File: src/rtl/input_port_unit.sv
// NoC router input port: flit FIFO plus XY route computation on head flits,
// presenting one packet at a time to the crossbar with a req/grant handshake.
module input_port_unit #(
    parameter int DEPTH = 4,
    parameter int MY_X  = 0,
    parameter int MY_Y  = 0,
    parameter int DATAW = 15,
    parameter int VCHW  = 1,
    parameter int PORTW = 2
) (
    input  logic           clk,
    input  logic           rst_,
    input  logic [DATAW:0] in_data,
    input  logic           in_valid,
    input  logic [VCHW:0]  in_vch,
    output logic           in_ready,
    output logic           req,
    output logic [PORTW:0] port,
    input  logic           grt,
    output logic [DATAW:0] odata,
    output logic           ovalid,
    output logic [VCHW:0]  ovch,
    output logic           err_drop
);
    localparam int AW = $clog2(DEPTH);
    localparam int EW = DATAW + VCHW + 2;
    localparam logic [AW:0] FULL_CNT = (AW+1)'(DEPTH);

    localparam logic [PORTW:0] P_LOCAL = (PORTW+1)'(0);
    localparam logic [PORTW:0] P_NORTH = (PORTW+1)'(1);
    localparam logic [PORTW:0] P_EAST  = (PORTW+1)'(2);
    localparam logic [PORTW:0] P_SOUTH = (PORTW+1)'(3);
    localparam logic [PORTW:0] P_WEST  = (PORTW+1)'(4);

    typedef enum logic {IDLE, ACTIVE} state_t;

    logic [EW-1:0]    mem_q [DEPTH];
    logic [AW-1:0]    wptr_q, wptr_d;
    logic [AW-1:0]    rptr_q, rptr_d;
    logic [AW:0]      count_q, count_d;
    state_t           state_q;
    logic             req_q;
    logic [PORTW:0]   port_q;

    logic             empty, full, push, pop, pop_act, drop, pkt_end;
    logic [EW-1:0]    head;
    logic [DATAW:0]   head_data;
    logic [VCHW:0]    head_vch;
    logic [1:0]       head_type;

    // X is resolved before Y, so a packet never turns from a Y hop back to X
    function automatic logic [PORTW:0] route(input logic [3:0] dx, input logic [3:0] dy);
        logic [PORTW:0] r;
        if (dx > 4'(MY_X))      r = P_EAST;
        else if (dx < 4'(MY_X)) r = P_WEST;
        else if (dy > 4'(MY_Y)) r = P_NORTH;
        else if (dy < 4'(MY_Y)) r = P_SOUTH;
        else                    r = P_LOCAL;
        return r;
    endfunction

    assign empty     = (count_q == '0);
    assign full      = (count_q == FULL_CNT);
    assign head      = mem_q[rptr_q];
    assign head_data = head[DATAW:0];
    assign head_vch  = head[EW-1:DATAW+1];
    assign head_type = head_data[DATAW:DATAW-1];

    assign in_ready = !rst_ && !full;
    assign push     = in_valid && in_ready;
    assign drop     = !rst_ && (state_q == IDLE) && !empty && head_type[1];
    assign pop_act  = (state_q == ACTIVE) && grt && !empty;
    assign pop      = drop || pop_act;
    // types 00 (single) and 11 (tail) both close the packet
    assign pkt_end  = pop_act && (head_type[1] == head_type[0]);

    assign req      = req_q;
    assign port     = port_q;
    assign ovalid   = req_q && !empty;
    assign odata    = ovalid ? head_data : '0;
    assign ovch     = ovalid ? head_vch : '0;
    assign err_drop = drop;

    always_comb begin
        wptr_d  = push ? wptr_q + AW'(1) : wptr_q;
        rptr_d  = pop ? rptr_q + AW'(1) : rptr_q;
        count_d = count_q;
        if (push && !pop)
            count_d = count_q + (AW+1)'(1);
        else if (pop && !push)
            count_d = count_q - (AW+1)'(1);
    end

    always_ff @(posedge clk) begin
        if (rst_) begin
            wptr_q  <= '0;
            rptr_q  <= '0;
            count_q <= '0;
        end else begin
            wptr_q  <= wptr_d;
            rptr_q  <= rptr_d;
            count_q <= count_d;
        end
    end

    always_ff @(posedge clk) begin
        if (push)
            mem_q[wptr_q] <= {in_vch, in_data};
    end

    always_ff @(posedge clk) begin
        if (rst_) begin
            state_q <= IDLE;
            req_q   <= 1'b0;
            port_q  <= '0;
        end else begin
            case (state_q)
                IDLE: begin
                    if (!empty && !head_type[1]) begin
                        state_q <= ACTIVE;
                        req_q   <= 1'b1;
                        port_q  <= route(head_data[7:4], head_data[3:0]);
                    end
                end
                ACTIVE: begin
                    if (pkt_end) begin
                        state_q <= IDLE;
                        req_q   <= 1'b0;
                    end
                end
                default: begin
                    state_q <= IDLE;
                    req_q   <= 1'b0;
                end
            endcase
        end
    end

endmodule

File: config.mk
export PLATFORM = sky130hd
export DESIGN_NAME = input_port_unit
export DESIGN_NICKNAME = d
export VERILOG_FILES = /design/src/rtl/input_port_unit.sv
export SDC_FILE = /design/constraint.sdc
export NUM_CORES = 1
export LEC_CHECK = 0
export ABC_AREA = 1
export BUFFER_PORTS_ARGS = -buffer_cell sky130_fd_sc_hd__buf_2
export CAP_MARGIN = 20
export CELL_PAD_IN_SITES_DETAIL_PLACEMENT = 1
export CELL_PAD_IN_SITES_GLOBAL_PLACEMENT = 2
export CORE_MARGIN = 2
export CORE_UTILIZATION = 40
export CTS_CLUSTER_SIZE = 25
export DETAILED_ROUTE_END_ITERATION = 7
export GPL_TIMING_DRIVEN = 0
export PLACE_DENSITY_LB_ADDON = 0.25
export SETUP_SLACK_MARGIN = 0.1
export SLEW_MARGIN = 30
export SYNTH_ARGS = -nofsm -noshare
export SYNTH_HDL_FRONTEND = slang
export SYNTH_SLANG_ARGS = --single-unit
export TNS_END_PERCENT = 100
File: constraint.sdc
create_clock -name clk -period 4.5 [get_ports clk]
set_input_delay 0.45 -clock clk [delete_from_list [all_inputs] [get_ports clk]]
set_output_delay 0.45 -clock clk [all_outputs]
set_load 0.01 [all_outputs]
Yosys cells after proc, flatten, opt, wreduce, memory -nomap -nowiden
Memories as Yosys holds them, arrays and structs flattened. A register that Yosys moved wholly into a read port is not among the register bits.
Cells that the tools add are included.
- register bits after elaboration: 12
- bits in writable memories: 72
- output and inout bits: 25
- word-level logic and storage cells: 61
- memories kept: 1
- $add $sub $neg: 4
- $lt $le $gt $ge: 4
- equality and inequality tests: 4
- multiplexer cells: 18
- bitwise operators: 1
- reduce and logical (&&, ||, !) cells: 23
- memories (name ; depth ; bits a word ; read ports ; clocked after Yosys merged registers in ; write ports ; RTL line ; source):
    mem_q ; 4 ; 18 ; 1 ; 1 ; 1 ; 37 ; logic [EW-1:0] mem_q [DEPTH];
- operators by type and width (cell ; number):
    $mux 16 ; 1
    $logic_and 1x1->1 ; 12
    $mux 3 ; 4
    $mux 2 ; 5
    $gt 4x1->1 const B ; 2
    $lt 4x1->1 const B ; 2
    $logic_not 1->1 ; 6
    $mux 1 ; 6
    $add 2x1->2 const B ; 2
    $ne 2x1->1 const B ; 2
    $pmux 1 s2 ; 2
    $reduce_and 2->1 ; 2
    $add 3x1->3 const B ; 1
    $eq 3x3->1 const B ; 1
    $logic_not 3->1 ; 1
    $sub 3x1->3 const B ; 1
    $reduce_bool 2->1 ; 1
    $eq 1x1->1 ; 1
    $logic_or 1x1->1 ; 1
    $not 1->1 ; 1

Depth between registers and ports, before layout
- word-level depth: 8
- gate-level depth with buffers: 16
- depth with buffers taken out: 15

Worst setup path before layout
Ideal clock, no wire load.
- path type: register to register
- from: register count_q[0]
- to: memory mem_q[0][0] (netlist name) (enable)
- setup time: 0.393 ns
- arrival time: 1.731 ns
- data required time: 4.107 ns
- setup slack: 2.377 ns
- cell stages (with the launch flop): 5
- path buffers: 0
- period minus slack after synthesis: 2.123 ns
- cells stage by stage: dfxtp_1 nor2_1 a21oi_1 nand2_1 nor2_1
- word-level cells in the longest chain between the ends: 6
- ends and longest elaborated chain (element ; RTL line ; source):
    start: declaration ; 40 ; logic [AW:0] count_q, count_d;
    start signal: assignment ; 102 ; count_q <= count_d;
    $eq 3x3->1 ; 63 ; assign full = (count_q == FULL_CNT);
    $logic_not 1->1 ; 69 ; assign in_ready = !rst_ && !full;
    $logic_and 1x1->1 ; 69 ;
    named net in_ready ; 16 ; output logic in_ready,
    $logic_and 1x1->1 ; 70 ; assign push = in_valid && in_ready;
    $mux 1 ; 107 ; if (push)
    $mux 1 (not written as such) ; 108 ; mem_q[wptr_q] <= {in_vch, in_data};
    end: declaration ; 37 ;
The timed path passes the listed nets, and every way through them passes these cells.

==> results.toml <==
[route]
wl_per_cell_um = 16.39
num_vias = 2418
route.met2.wl_um = 3853
met3_wirelength_um = 258
drt_iter0_drc = 101
drcViolationCount = 0
viasPerCell = 4.996
ant_nets = 0
top_layer_used = "met4"
wl_met1_um = 3678
firstDrtPassIters = 4
wl_um = 7935

[final_layout]
final_cells = 484
post-route-util_pct = 47.45
fill_cells = 968
area_growth_pct = 16.08
n_antenna_cell = 0
nets = 399
multi_input_area_um2 = 968.4
drive_gt1_share_pct = 24.20
seqCellArea_um2 = 2422

[yosys]
syn_area_um2 = 3547
yosysUniqueCellTypes = 25
yosysMostFrequentCell = "edfxtp_1"
ys_seq_area_share_pct = 68.29
synth_fa_ha_area_share_pct = 2.328
synth_edf_count = 72
yosys_register_bits = 85
synth_top_area_share_pct = 60.95
synth-compound-area-share_pct = 5.996
synth_flop_cell = "edfxtp_1"
yosysWarnings = 0
synth_top_family_by_area = "simple AND/OR/NAND/NOR gates"
ys_top_cells_by_area = "edfxtp_1, dfxtp_1, nand2_1"
synth_mux_area_share_pct = 0
yosysTopAreaCell = "edfxtp_1"
syn_nets = 343
syn_inst = 315
async_flop_share_pct = 0
synthSimpleGateAreaFrac_pct = 17.53
synthTopCellsByCount = "edfxtp_1, nand2_1, nor2_1"
syn_avg_cell_area_um2 = 11.26
synth_xor_area_share_pct = 0.4938

[timing]
hold_viol_final = 0
finClkSkew_ns = 0.01241
rsz0062_at_grt = "false"
max_freq_mhz = 427.0
final.setup.tns_ns = 0
finalCriticalPeriod_ns = 2.342
slew_violations = 0
finalCritPeriodShare_pct = 52.04
worst_pin_slew_ns = 0.6647
relSlewSlack_pct = 55.58
setup_viol = 0

[die]
initial_core_util_pct = 40.87
rows = 34
die_w_um = 98.17
die_y_um = 98.17
ios = 47
coreArea_um2 = 8678
die-area_um2 = 9637

[setup_path]
cp_top_family = "adder cells"
cp_num_buf_inv = 5
worstPathRequired_ns = 4.75
endpoint_kind = "flip-flop"
worst_path_largest_cell_delay_ns = 0.37
cp_slowest_cell = "fa_1"
worstPathArrival_ns = 2.59
start_kind = "flip-flop"
worstSetupPathType = "reg -> reg"
path_cells = "buf_6, inv_4, nand3_1, nand2_1, inv_1, nand3_2, nand2_2, inv_1, ha_1, inv_1, fa_1, a21oi_1, o21ai_0, o21ai_0, a21oi_1"
cp_max_fo = 10
cp_common_cell = "inv_1"

[global_routing]
grt_usage_pct = 17.19
grt_max_degree = 19
first_global_vias = 2453
overflow = 0
grt_pass1_wl_um = 12470
antenna_found_initial = 0

[placed_design]
portBuffers = 45
dp.cells = 468
dpl.hpwl_um = 5264
gp_congestion = 0.7373

[clock_network]
clock-root-buffer = "clkbuf_8"
numCtsBuffers = 9
ctsResizeCount = 0
cts-hold-fix-buffers = 0
cts.clk_slew.worst_paths_ns = 0.10
cts_tree = "yes"
post_cts_buffers = 0
cts.path.max_buffers = 2
clkLatencyLatePin_ns = 0.37
clock_sinks = 85
ctsHtreeMaxLevel = 3

[power]
totalPowerFinal_w = 0.002103
leakage_nw = 1.643
powerDensity_nw_per_um2 = 510.7
peakVddDrop_mv = 0.2203

[run]
cap_violations = 0

[status]
status = "finished, final reports clean"

[min_path]
hold_class = "in -> reg"
==> kinds of logic (layout without fill, tap and decap cells) <==
kind of cell / after synthesis / in the layout
AOI/OAI and AO/OA: 41 / 41
buffers and inverters: 34 / 95
xor gates and xnor gates: 2 / 2
and+or+nand+nor: 146 / 146
adders and majority gates: 6 / 6
other: 1 / 1
DFF: 85 / 85
==> power by group <==
part | switching [W] | internal, W | leakage (nW) | total [W]
clock | 0.000293 | 0.000209 | 0.0963 | 0.000502
sequential | 0.0000341 | 0.000927 | 0.760 | 0.000961
combinational | 0.000427 | 0.000213 | 0.787 | 0.000640
total | 0.000754 | 0.00135 | 1.64 | 0.00210
==> cells in the final DEF (no fill, tap or decap), drive strengths merged <==
master,Yosys,routed
edfxtp,72,72
nand2,65,65
buf,11,56
nor2,54,54
nand3,26,26
inv,22,26
o21ai,23,23
a21oi,18,18
dfxtp,13,13
clkbuf,1,10
ha,5,5
clkinv,0,3
xor2,2,2
nand3b,1,1
fa,1,1
conb,1,1
==> area by class of cell <==
| cell class | instances | area share (%) |
|---|---|---|
| sequential | 85 | 58.83 |
| multi-input combinational | 196 | 23.52 |
| timing repair buffer | 45 | 5.469 |
| tap | 108 | 3.282 |
| clock buffer | 9 | 3.008 |
| buffer | 12 | 2.340 |
| inverter | 22 | 2.188 |
| clock inverter | 7 | 1.367 |
==> layer usage <==
layer | GRT usage, % | vias to the layer above
met1 | 21.63 | 1189
met2 | 28.93 | 40
li1 | - | 1178
met4 | 7.271 | 0
met5 | 0 | -
met3 | 3.651 | 11
==> through the flow <==
stage / setup WS (ns) / cell area, um^2 / hold WS [ns]
floorplan: 2.377 / 3547 / 0.4588
global placement: 1.583 / 3908 / 0.4679
detailed placement: 2.060 / 3938 / 0.4689
CTS: 2.099 / 4118 / 0.2791
global route: 1.920 / 4118 / 0.2873
finish: 2.158 / 4118 / 0.3015
==> flip-flops by register name (all words and copies together) (netlist names), named ones only <==
| register | cells |
|---|---|
| count_q | 3 |
| state_q | 1 |
| wptr_q | 2 |
| rptr_q | 2 |
| mem_q | 72 |
| port | 2 |
| req | 1 |
==> final timing paths <==
| kind | startpoint | to | slack [ns] | depth (start not counted) |
|---|---|---|---|---|
| hold / removal | in_data[6] | mem_q[3][6] | 0.30 | 1 |
| hold reg to reg | port[0] | port[0] | 0.49 | 2 |
| setup reg to reg | flip-flop | count_q[2] | 2.16 | 15 |
| setup / recovery | flip-flop | count_q[2] | 2.16 | 15 |
No activity file was read; power rests on OpenSTA's default activity.
